==> src/rtl/ntt_addr_seq.sv <==
// NTT butterfly address sequencer: walks LOGN stages of N/2 butterflies and
// emits operand addresses, twiddle index and stage with valid/ready handshake.
// Optional feature macro: ADDR_SEQ_STALL_CNT_EN adds a 16-bit stall_cnt output.
module ntt_addr_seq #(
  parameter int unsigned LOGN = 3
) (
  input  logic                         clk,
  input  logic                         rst_n,
  input  logic                         start,
  input  logic                         inv,
  input  logic                         out_ready,
  output logic                         out_valid,
  output logic [LOGN-1:0]              addr_a,
  output logic [LOGN-1:0]              addr_b,
  output logic [LOGN-2:0]              tw_idx,
  output logic [$clog2(LOGN+1)-1:0]    stage,
  output logic                         busy,
  output logic                         done
`ifdef ADDR_SEQ_STALL_CNT_EN
  ,
  output logic [15:0]                  stall_cnt
`endif
);

  localparam int unsigned JW = LOGN - 1;
  localparam int unsigned SW = $clog2(LOGN + 1);
  localparam logic [JW-1:0] JMAX     = '1;
  localparam logic [SW-1:0] LAST_STG = SW'(LOGN - 1);

  typedef enum logic [1:0] {
    IDLE = 2'd0,
    RUN  = 2'd1,
    DONE = 2'd2
  } state_t;

  state_t          state_q, state_d;
  logic [JW-1:0]   j_q, j_d;
  logic [SW-1:0]   stg_q, stg_d;
  logic            dir_q, dir_d;
  logic            accept;

  logic [SW-1:0]   sh_d;
  logic [LOGN-1:0] jx, mask, span, a_d, b_d;
  logic [JW-1:0]   tw_d;
  logic            run_d;

  // Next-state: butterfly/stage counters and pass control.
  always_comb begin
    state_d = state_q;
    j_d     = j_q;
    stg_d   = stg_q;
    dir_d   = dir_q;
    accept  = 1'b0;
    case (state_q)
      IDLE: begin
        if (start) begin
          state_d = RUN;
          j_d     = '0;
          stg_d   = '0;
          dir_d   = inv;
          accept  = 1'b1;
        end
      end
      RUN: begin
        if (out_ready) begin
          if (j_q == JMAX) begin
            j_d = '0;
            if (stg_q == LAST_STG) begin
              state_d = DONE;
              stg_d   = '0;
            end else begin
              stg_d = stg_q + SW'(1);
            end
          end else begin
            j_d = j_q + JW'(1);
          end
        end
      end
      DONE: begin
        state_d = IDLE;
        j_d     = '0;
        stg_d   = '0;
      end
      default: state_d = IDLE;
    endcase
  end

  // Address math for the next butterfly; span is always 2**sh_d.
  always_comb begin
    sh_d  = dir_d ? stg_d : (LAST_STG - stg_d);
    jx    = LOGN'(j_d);
    span  = LOGN'(1) << sh_d;
    mask  = span - LOGN'(1);
    a_d   = ((jx & ~mask) << 1) | (jx & mask);
    b_d   = a_d + span;
    tw_d  = JW'((jx & mask) << (LAST_STG - sh_d));
    run_d = (state_d == RUN);
  end

  // State and registered outputs; outputs read zero outside RUN.
  always_ff @(posedge clk or negedge rst_n) begin
    if (!rst_n) begin
      state_q   <= IDLE;
      j_q       <= '0;
      stg_q     <= '0;
      dir_q     <= 1'b0;
      out_valid <= 1'b0;
      busy      <= 1'b0;
      done      <= 1'b0;
      addr_a    <= '0;
      addr_b    <= '0;
      tw_idx    <= '0;
      stage     <= '0;
    end else begin
      state_q   <= state_d;
      j_q       <= j_d;
      stg_q     <= stg_d;
      dir_q     <= dir_d;
      out_valid <= run_d;
      busy      <= run_d;
      done      <= (state_d == DONE);
      addr_a    <= run_d ? a_d   : '0;
      addr_b    <= run_d ? b_d   : '0;
      tw_idx    <= run_d ? tw_d  : '0;
      stage     <= run_d ? stg_d : '0;
    end
  end

`ifdef ADDR_SEQ_STALL_CNT_EN
  // Saturating count of RUN cycles where downstream holds off.
  always_ff @(posedge clk or negedge rst_n) begin
    if (!rst_n) begin
      stall_cnt <= '0;
    end else if (accept) begin
      stall_cnt <= '0;
    end else if ((state_q == RUN) && !out_ready && (stall_cnt != 16'hFFFF)) begin
      stall_cnt <= stall_cnt + 16'd1;
    end
  end
`endif

endmodule

==> config.mk <==
export PLATFORM = sky130hd
export DESIGN_NAME = ntt_addr_seq
export DESIGN_NICKNAME = d
export VERILOG_FILES = /design/src/rtl/ntt_addr_seq.sv
export SDC_FILE = /design/constraint.sdc
export NUM_CORES = 1
export LEC_CHECK = 0
export CORE_UTILIZATION = 45
export DETAILED_ROUTE_END_ITERATION = 8
export PLACE_DENSITY = 0.81
export SKIP_CTS_REPAIR_TIMING = 1
export SLEW_MARGIN = 10
export SYNTH_ARGS = -nofsm -noshare
export SYNTH_HDL_FRONTEND = slang
export SYNTH_SLANG_ARGS = --single-unit
==> constraint.sdc <==
create_clock -name clk -period 3.4 [get_ports clk]
set_input_delay 0.68 -clock clk [delete_from_list [all_inputs] [get_ports clk]]
set_output_delay 0.68 -clock clk [all_outputs]
set_load 0.03 [all_outputs]
==> flow_metrics.py, run 1 <==
metrics = {
    "sta": {
        "finalSetupViolCount": 0,
        "worst_pin_slew_ns": 0.834,
        "timing.slew.headroom_pct": 44.2,
        "setup_ws_ns": 0.145,
        "final.setup_skew_ns": 0.00207,
        "fin_setup_tns_ns": 0,
        "fin_crit_ns": 3.26,
        "fmax_mhz": 307,
        "drv_slew": 0,
        "hold_viol": 0,
        "period_share_pct": 95.7,
    },
    "run": {
        "max_cap_viol_count": 0,
    },
    "setup_path": {
        "start_kind": "input port",
        "slowest_stage": "clkdlybuf4s50_1",
        "critPathMaxFanout": 9,
        "crit_chain": "clkdlybuf4s50_1 -> nand2_2 -> buf_4 -> nor4_2 -> a311oi_4 -> nand2_2 -> xnor2_2 -> ha_2 -> xor2_2 -> o21bai_2 -> nand2_1 -> fa_2 -> xnor2_2 -> xnor2_1 -> nor2_1",
        "cp_data_arrival_time_ns": 3.44,
        "crit_buf_inv": 2,
        "critPathTopFamily": "XOR/XNOR gates",
        "cp_data_required_time_ns": 3.59,
        "crit_cells": 15,
        "rr_worst_depth": 15,
        "worstSetupPathType": "in -> reg",
        "end_kind": "flip-flop",
        "max_stage_delay_ns": 0.44,
    },
    "pwr": {
        "pwr-share-comb_pct": 68.3,
        "internal_power_mw": 0.918,
        "power_density_nw_per_um2": 1150,
        "p_total_mw": 1.56,
        "swShare_pct": 41.0,
        "pwr-share-seq_pct": 24.3,
        "p_sw_mw": 0.639,
        "ir_worst_vdd_mv": 0.844,
        "pwr-share-clk_pct": 7.4,
        "power.leakage_nw": 0.620,
    },
    "clocking": {
        "cts.path.max_buffers": 2,
        "clk_pin_slew_worst_paths_ns": 0.11,
        "cts_tree": "built",
        "cts_buffers": 3,
        "clockRootBuffer": "clkbuf_4",
        "h-tree-depth": 1,
        "clock_latency_ns": 0.30,
        "cts_sinks": 19,
    },
    "yosys": {
        "ys_seq_elements": 19,
        "synth_ff_type": "dfrtp_1",
        "synthCells": 92,
        "synth_edf_count": 0,
        "async_flop_share_pct": 100,
        "synth_area_sq_um": 1010,
        "syn_nets": 102,
        "syn-mean-instance-area_sq_um": 11.0,
        "synthDistinctLibCells": 42,
        "seq_area_frac_synth_pct": 46.9,
        "ys_warn_count": 0,
    },
    "floorplanning": {
        "die_h_um": 49.5,
        "die-area_sq_um": 2450,
        "pin_count": 18,
        "rows": 16,
        "die_w_um": 49.5,
        "core_region_area_sq_um": 2040,
        "start_util_pct": 49.7,
    },
    "routing": {
        "wl_per_cell_um": 11.7,
        "wirelength_um": 1750,
        "first_pass_iters": 4,
        "drt_iter0_drc": 3,
        "drc": 0,
        "vias": 734,
        "routed_via_density": 4.89,
        "ant_nets": 0,
    },
    "grt": {
        "grt_overflow": 0,
        "grt_max_degree": 20,
        "grt_pass1_wl_um": 3030,
        "grt_pass1_vias": 716,
        "track_usage_pct": 17.0,
        "antenna_found_initial": 0,
    },
    "place": {
        "port_buffers": 17,
        "dp_slack_ns": -0.328,
        "dpl_cell_area_sq_um": 1280,
        "dp_hpwl_um": 1280,
        "place_congestion": 0.790,
    },
    "min_path": {
        "hp-class": "reg -> reg",
        "hold-path-cell-count": 3,
    },
    "finish": {
        "final_area_sq_um": 1360,
        "syn_to_final_growth_pct": 33.8,
        "num-nets-final": 134,
        "post_route_cells_drive_above_1_share_pct": 31.7,
        "antenna_cells": 0,
    },
    "status": {
        "status": "completed",
    },
}
cell families after synthesis:
| group | synth area share (%) |
|---|---|
| XOR/XNOR | 4.32 |
| AO/OA/AOI/OAI | 11.1 |
| other | 0.370 |
| multiplexers | 2.10 |
| AND/OR/NAND/NOR | 21.5 |
| flip-flops | 46.9 |
| buffers and inverters | 6.90 |
| adder cells (fa/ha/maj) | 6.91 |
through the flow:
step / cells / hold slack [ns] / util, %
final: 150 / 0.639 / 66.5
after global routing: 150 / 0.664 / 66.5
after detailed placement: 144 / 0.606 / 62.7
after CTS: 148 / 0.636 / 64.0
after floorplan: 92 / 0.384 / -
after global placement: 144 / 0.573 / 62.7
synthesized netlist by cell type (2+ instances only):
master    instances  area share [%]
a21oi_1           4             2.0
and3_1            2             1.2
buf_2             2            0.99
buf_6             2             2.2
dfrtp_1          19              47
ha_1              4             4.9
inv_1             6             2.2
nand2_1           6             2.2
nand2b_1          2             1.2
nor2_1            8             3.0
nor4_2            2             2.5
nor4b_1           2             1.7
xnor2_1           3             2.6
xor2_1            2             1.7
per-layer routing:
metal	global-route usage, %	routed length [um]	vias to the layer above
li1	-	-	369
met1	20.7	768	349
met2	27.4	874	11
met3	2.16	45	5
met4	12.9	61	0
met5	0	0	-
registers in the layout (all words and copies together) (netlist names):
name	count
busy	1
done	1
addr_b	3
addr_a	3
j_q	2
dir_q	1
stg_q	2
state_q	2
tw_idx	2
stage	2
final timing paths:
kind                           start   endpoint  slack, ns
max in group asynchronous      rst_n       busy       2.05
max reg2reg                   j_q[0]  addr_b[2]       0.32
min reg2reg                    dir_q      dir_q       0.64
max                        out_ready  addr_b[2]       0.14
min in group asynchronous      rst_n      dir_q       0.84
min                            dir_q      dir_q       0.64
power by group through the flow:
stage	Combinational [mW]	Clock [mW]	Sequential, mW
floorplan	0.555	0	0.445
global placement	0.937	0	0.375
detailed placement	0.965	0	0.380
CTS	0.967	0.121	0.376
global route	1.17	0.126	0.388
finish	1.06	0.115	0.378
cells in the final DEF, fill, tap and decap left out, drive strengths merged, types with 2 or more instances in the layout:
master,netlist,final
dfrtp,19,19
clkdlybuf4s50,0,17
buf,5,16
nor2,8,8
inv,7,7
nand2,7,7
a21oi,4,4
ha,4,4
clkbuf,1,3
xnor2,3,3
nand2b,2,2
nor4,2,2
nor4b,2,2
and3,2,2
nor3,2,2
xor2,2,2
o21bai,2,2
o21ai,2,2
or2,2,2
worst reg2reg max path: cells and delay by family (launching register included):
family	cells	cell delay [ns]
buffers and inverters	1	0.16
AOI/OAI and AO/OA	2	0.45
xor gates and xnor gates	4	0.68
DFF	1	0.43
and+or+nand+nor	5	0.41
adders and majority gates	3	0.84
cell type report:
type	count	area, sq um
fillers	167	684
multi-input cells	60	504
flip-flops and latches	19	475
repair buffers	33	290
well taps	27	33.8
inverters	7	26.3
clock buffers	3	22.5
clock inverters	1	5.00
Power figures use the tool's default switching activity.
==> run 2, diff against run 1 <==
==> constraint.sdc (replaced) <==
create_clock -name clk -period 3.9 [get_ports clk]
set_input_delay 0.78 -clock clk [delete_from_list [all_inputs] [get_ports clk]]
set_output_delay 0.78 -clock clk [all_outputs]
set_load 0.03 [all_outputs]
==> run 2 against run 1 <==
  * Worst hold slack worse by 0.14 ns
  * Critical path depth fell by 1
  * Clock skew about the same
  * Design area decreased by 10%
  * Power down 27%
  * Global-route usage decreased by 1.7 points
  * Sequential cell count unchanged
  * Clock power decreased by 14%
  * Setup slack improved by 0.059 ns
  * Combinational power shrank 33%
  * Sequential share of layout area increased by 4.0 points
  * Largest cell class is now sequential cells
  * Largest power group unchanged
==> flow_metrics.py, run 2 (synthesis results as in run 1) <==
metrics = {
    "sta": {
        "fin_setup_tns_ns": 0,
        "rsz0062_at_grt": "no",
        "final.setup_skew_ns": 0.00190,
        "timing.slew.headroom_pct": 44.0,
        "period_share_pct": 94.8,
        "hold_viol": 0,
        "finalSetupViolCount": 0,
        "timing.hold.ws_ns": 0.499,
        "drv_slew": 0,
        "setup_ws_ns": 0.204,
        "fmax_mhz": 271,
        "fin_crit_ns": 3.70,
        "worst_pin_slew_ns": 0.837,
    },
    "floorplanning": {
        "rows": 16,
        "core_region_area_sq_um": 2040,
        "start_util_pct": 49.7,
        "pin_count": 18,
        "die_h_um": 49.5,
        "die_w_um": 49.5,
        "die-area_sq_um": 2450,
    },
    "clocking": {
        "clockRootBuffer": "clkbuf_4",
        "cts_sinks": 19,
        "cts_buffers": 3,
        "cts_tree": "built",
        "clock_latency_ns": 0.29,
        "cts.path.max_buffers": 2,
        "clk_pin_slew_worst_paths_ns": 0.11,
        "h-tree-depth": 1,
    },
    "min_path": {
        "hp-class": "reg -> reg",
        "hold-path-cell-count": 2,
        "worstHoldEndpoint": "dir_q",
        "hold_start": "dir_q",
    },
    "place": {
        "dp.cells": 132,
        "dpl_cell_area_sq_um": 1190,
        "port_buffers": 17,
        "dp_hpwl_um": 1270,
        "dp_slack_ns": -0.102,
        "place_congestion": 0.812,
    },
    "setup_path": {
        "ff2ff_setup_slack_ns": 0.64,
        "start_kind": "input port",
        "end_kind": "flip-flop",
        "cp_data_arrival_time_ns": 3.88,
        "worstSetupPathType": "in -> reg",
        "critPathMaxFanout": 4,
        "rr_worst_depth": 15,
        "timing.rr.end": "addr_b[2]",
        "cp_data_required_time_ns": 4.08,
        "worstReg2RegStart": "j_q[0]",
        "critPathLaunch": "out_ready",
    },
    "pwr": {
        "p_total_mw": 1.14,
        "power_density_nw_per_um2": 935,
        "power.leakage_nw": 0.546,
        "ir_worst_vdd_mv": 0.533,
    },
    "grt": {
        "grt_pass1_vias": 641,
        "grtUsageMet3_pct": 2.16,
        "grtUsageMet2_pct": 26.0,
        "grt_max_degree": 20,
        "antenna_found_initial": 0,
        "grt.met1_usage_pct": 19.2,
        "track_usage_pct": 15.3,
        "grt_overflow": 0,
        "grt_pass1_wl_um": 2800,
        "busiest_layer": "met2",
    },
    "finish": {
        "antenna_cells": 0,
        "fin_cells": 136,
        "layout_commonest_cell": "dfrtp_1",
        "syn_to_final_growth_pct": 20.0,
        "post_route_cells_drive_above_1_share_pct": 15.6,
        "final_area_sq_um": 1220,
        "final_cell_mix": "dfrtp_1 (19), clkdlybuf4s50_1 (17), nor2_1 (8), inv_1 (6), nand2_1 (6)",
        "num-nets-final": 120,
        "final_util_pct": 59.6,
        "top_regs": "addr_a: 3 flops, addr_b: 3 flops",
    },
    "routing": {
        "routed_via_density": 4.80,
        "ant_nets": 0,
        "first_pass_iters": 3,
        "drc": 0,
        "wl_per_cell_um": 12.4,
        "wirelength_um": 1690,
        "drt_iter0_drc": 8,
        "vias": 653,
    },
    "run": {
        "max_cap_viol_count": 0,
    },
    "status": {
        "status": "completed",
    },
}
-- run 2: cell count changes in the layout (fill, tap and decap cells not counted), moves of 2 or more --
cell	change
buf_4	-14
ha_1	+2
ha_2	-2
xnor2_1	+2
xnor2_2	-2
-- run 2: area by class of cell --
| type | count | area (sq um) |
|---|---|---|
| clock buffer | 3 | 22.5 |
| clock inverter | 1 | 5.00 |
| fill | 200 | 825 |
| inverter | 7 | 26.3 |
| multi-input combinational | 60 | 469 |
| sequential | 19 | 475 |
| tap | 27 | 33.8 |
| timing repair buffer | 19 | 185 |
-- run 2: how the worst max path moves through the flow --
stage / end / slack (ns) / cells past startpoint
after floorplan: addr_b[2] / 0.58 / 13
after global placement: addr_b[2] / 0.04 / 14
after detailed placement: addr_b[2] / -0.10 / 14
after CTS: addr_b[2] / 0.20 / 14
after global routing: addr_b[2] / 0.05 / 14
final: addr_b[2] / 0.20 / 14
-- run 2: metal layers --
| metal | up-vias | wire length, um |
|---|---|---|
| li1 | 339 | - |
| met1 | 304 | 802 |
| met2 | 8 | 828 |
| met3 | 2 | 46 |
| met4 | 0 | 14 |
| met5 | - | 0 |
-- run 2: report_power, final --
group          internal, mW  switching (mW)
clock                0.0381          0.0611
sequential            0.275          0.0507
combinational         0.330           0.382
total                 0.644           0.494
-- run 2: critical path, cell delays in order --
cell,delay [ns]
clkdlybuf4s50_1,0.55
nand2_2,0.08
o211a_1,0.23
a311oi_4,0.31
nand2_1,0.16
xnor2_1,0.24
ha_1,0.27
xor2_1,0.18
o21bai_2,0.16
nand2_1,0.09
fa_1,0.41
xnor2_1,0.22
xnor2_1,0.14
nor2_1,0.05
==> run 3, diff against run 2 <==
--- a/config.mk
+++ b/config.mk
@@ -6,6 +6,7 @@
 export NUM_CORES = 1
 export LEC_CHECK = 0
 export CORE_UTILIZATION = 45
+export CTS_BUF_LIST = sky130_fd_sc_hd__clkbuf_8 sky130_fd_sc_hd__clkbuf_16
 export DETAILED_ROUTE_END_ITERATION = 8
 export PLACE_DENSITY = 0.81
 export SKIP_CTS_REPAIR_TIMING = 1
==> run 3 against run 2 <==
  * Setup slack got worse by 0.044 ns
  * Critical path depth did not move
  * First-iteration DRC count fell by 50%
  * Register-to-register slack hardly changed
  * Sequential power hardly changed
  * Clock power is 33% higher
  * Combinational power rose by 1%
  * Global-route usage is 0.066 points higher
  * Die area stayed put
  * Critical path type unchanged
==> flow_metrics.py, run 3 (synthesis results as in run 1) <==
metrics = {
    "status": {
        "status": "completed",
    },
    "clocking": {
        "clockRootBuffer": "clkbuf_8",
        "h-tree-depth": 1,
        "cts_sinks": 19,
        "clock_latency_ns": 0.25,
        "clk_pin_slew_worst_paths_ns": 0.07,
        "cts_buffers": 3,
        "cts.path.max_buffers": 2,
        "cts_tree": "built",
    },
    "min_path": {
        "hp-class": "reg -> reg",
        "worstHoldEndpoint": "dir_q",
        "hold-path-cell-count": 2,
        "hold_start": "dir_q",
    },
    "setup_path": {
        "critPathLaunch": "out_ready",
        "cp_data_arrival_time_ns": 3.87,
        "max_stage_delay_ns": 0.55,
        "crit_buf_inv": 1,
        "crit_chain": "clkdlybuf4s50_1 -> nand2_2 -> o211a_1 -> a311oi_4 -> nand2_1 -> xnor2_1 -> ha_2 -> xor2_1 -> o21bai_2 -> nand2_1 -> fa_1 -> xnor2_1 -> xnor2_1 -> nor2_1",
        "start_kind": "input port",
        "slowest_stage": "clkdlybuf4s50_1",
        "worstReg2RegStart": "j_q[0]",
        "rr_worst_depth": 15,
        "worstSetupPathType": "in -> reg",
        "critPathMaxFanout": 4,
        "critPathTopFamily": "XOR/XNOR gates",
        "crit_top_cell": "xnor2_1",
        "cp_data_required_time_ns": 4.03,
        "ff2ff_setup_slack_ns": 0.65,
        "end_kind": "flip-flop",
        "timing.rr.end": "addr_b[2]",
    },
    "pwr": {
        "p_sw_mw": 0.497,
        "power_density_nw_per_um2": 950,
        "pwr-share-seq_pct": 27.7,
        "swShare_pct": 42.1,
        "power.leakage_nw": 0.550,
        "internal_power_mw": 0.683,
        "pwr-share-comb_pct": 61.1,
        "pwr-share-clk_pct": 11.2,
        "ir_worst_vdd_mv": 0.486,
    },
    "routing": {
        "wl_per_cell_um": 12.2,
        "ant_nets": 0,
        "drc": 0,
        "routed_via_density": 4.85,
        "vias": 659,
        "wirelength_um": 1660,
        "drt_iter0_drc": 4,
        "first_pass_iters": 3,
    },
    "finish": {
        "syn_to_final_growth_pct": 22.3,
        "antenna_cells": 0,
        "area.sequential_sq_um": 475,
        "layout_commonest_cell": "dfrtp_1",
        "final_cell_mix": "dfrtp_1 (19), clkdlybuf4s50_1 (17), nor2_1 (8), inv_1 (6), nand2_1 (6)",
        "top_regs": "addr_a: 3 flops, addr_b: 3 flops",
        "post_route_cells_drive_above_1_share_pct": 17.4,
        "fillers": 194,
        "num-nets-final": 120,
        "multi_input_area_sq_um": 474,
    },
    "floorplanning": {
        "pin_count": 18,
        "die-area_sq_um": 2450,
        "die_w_um": 49.5,
        "core_region_area_sq_um": 2040,
        "die_h_um": 49.5,
        "rows": 16,
        "start_util_pct": 49.7,
    },
    "sta": {
        "period_share_pct": 95.9,
        "setup_ws_ns": 0.160,
        "finalSetupViolCount": 0,
        "fin_setup_tns_ns": 0,
        "worst_pin_slew_ns": 0.835,
        "drv_slew": 0,
        "final.setup_skew_ns": 0.000685,
        "fmax_mhz": 267,
        "fin_crit_ns": 3.74,
        "hold_viol": 0,
        "timing.slew.headroom_pct": 44.2,
    },
    "run": {
        "max_cap_viol_count": 0,
    },
    "grt": {
        "grt_pass1_wl_um": 2790,
        "track_usage_pct": 15.4,
        "grtUsageMet2_pct": 26.0,
        "grt_pass1_vias": 646,
        "grt.met1_usage_pct": 18.8,
        "antenna_found_initial": 0,
        "grt_max_degree": 20,
        "grtUsageMet3_pct": 2.16,
        "grt_overflow": 0,
        "busiest_layer": "met2",
    },
    "place": {
        "port_buffers": 17,
        "place_congestion": 0.812,
        "dp_hpwl_um": 1270,
        "dp_slack_ns": -0.102,
    },
}
-- run 3: cell counts in the layout (fill, tap and decap cells not counted) --
No cell type changed its count.
-- run 3: area by class of cell --
type | instances | share of cell area, %
sequential | 19 | 38.3
multi-input combinational | 60 | 38.2
timing repair buffer | 19 | 14.9
clock buffer | 3 | 3.33
tap | 27 | 2.72
inverter | 7 | 2.12
clock inverter | 1 | 0.403
-- run 3: how the worst max path moves through the flow --
stage / end / slack, ns / depth (start not counted)
floorplan: addr_b[2] / 0.58 / 13
global placement: addr_b[2] / 0.04 / 14
detailed placement: addr_b[2] / -0.10 / 14
CTS: addr_b[2] / 0.16 / 14
global route: addr_b[2] / -0.003 / 14
finish: addr_b[2] / 0.16 / 14
-- run 3: power by group through the flow --
stage	Clock, mW	Sequential (mW)	Combinational (mW)
floorplan	0	0.388	0.483
global placement	0	0.328	0.698
detailed placement	0	0.331	0.722
CTS	0.138	0.327	0.726
global route	0.143	0.339	0.793
finish	0.132	0.326	0.721
-- run 3: layer usage --
metal | part of all wire (%) | wire length [um]
met5 | 0 | 0
met3 | 2.6 | 43
met2 | 51 | 852
met4 | 1.1 | 19
met1 | 45 | 748
-- run 3: metrics by stage --
| stage | area [sq um] | std cells | hold slack, ns | utilization [%] | power [mW] |
|---|---|---|---|---|---|
| 6_report | 1240 | 136 | 0.491 | 60.8 | 1.18 |
| 5_1_grt | 1240 | 136 | 0.515 | 60.8 | 1.28 |
| 4_1_cts | 1240 | 136 | 0.497 | 60.5 | 1.19 |
| 3_5_place_dp | 1190 | 132 | 0.479 | 58.3 | 1.05 |
| 3_3_place_gp | 1190 | 132 | 0.460 | 58.3 | 1.03 |
| 2_1_floorplan | 1010 | 92 | 0.447 | - | 0.871 |
-- run 3: worst min-delay path: stages (launching register included) --
cell and delay, ns:
dfrtp_1 0.33, mux2i_1 0.08, inv_1 0.05
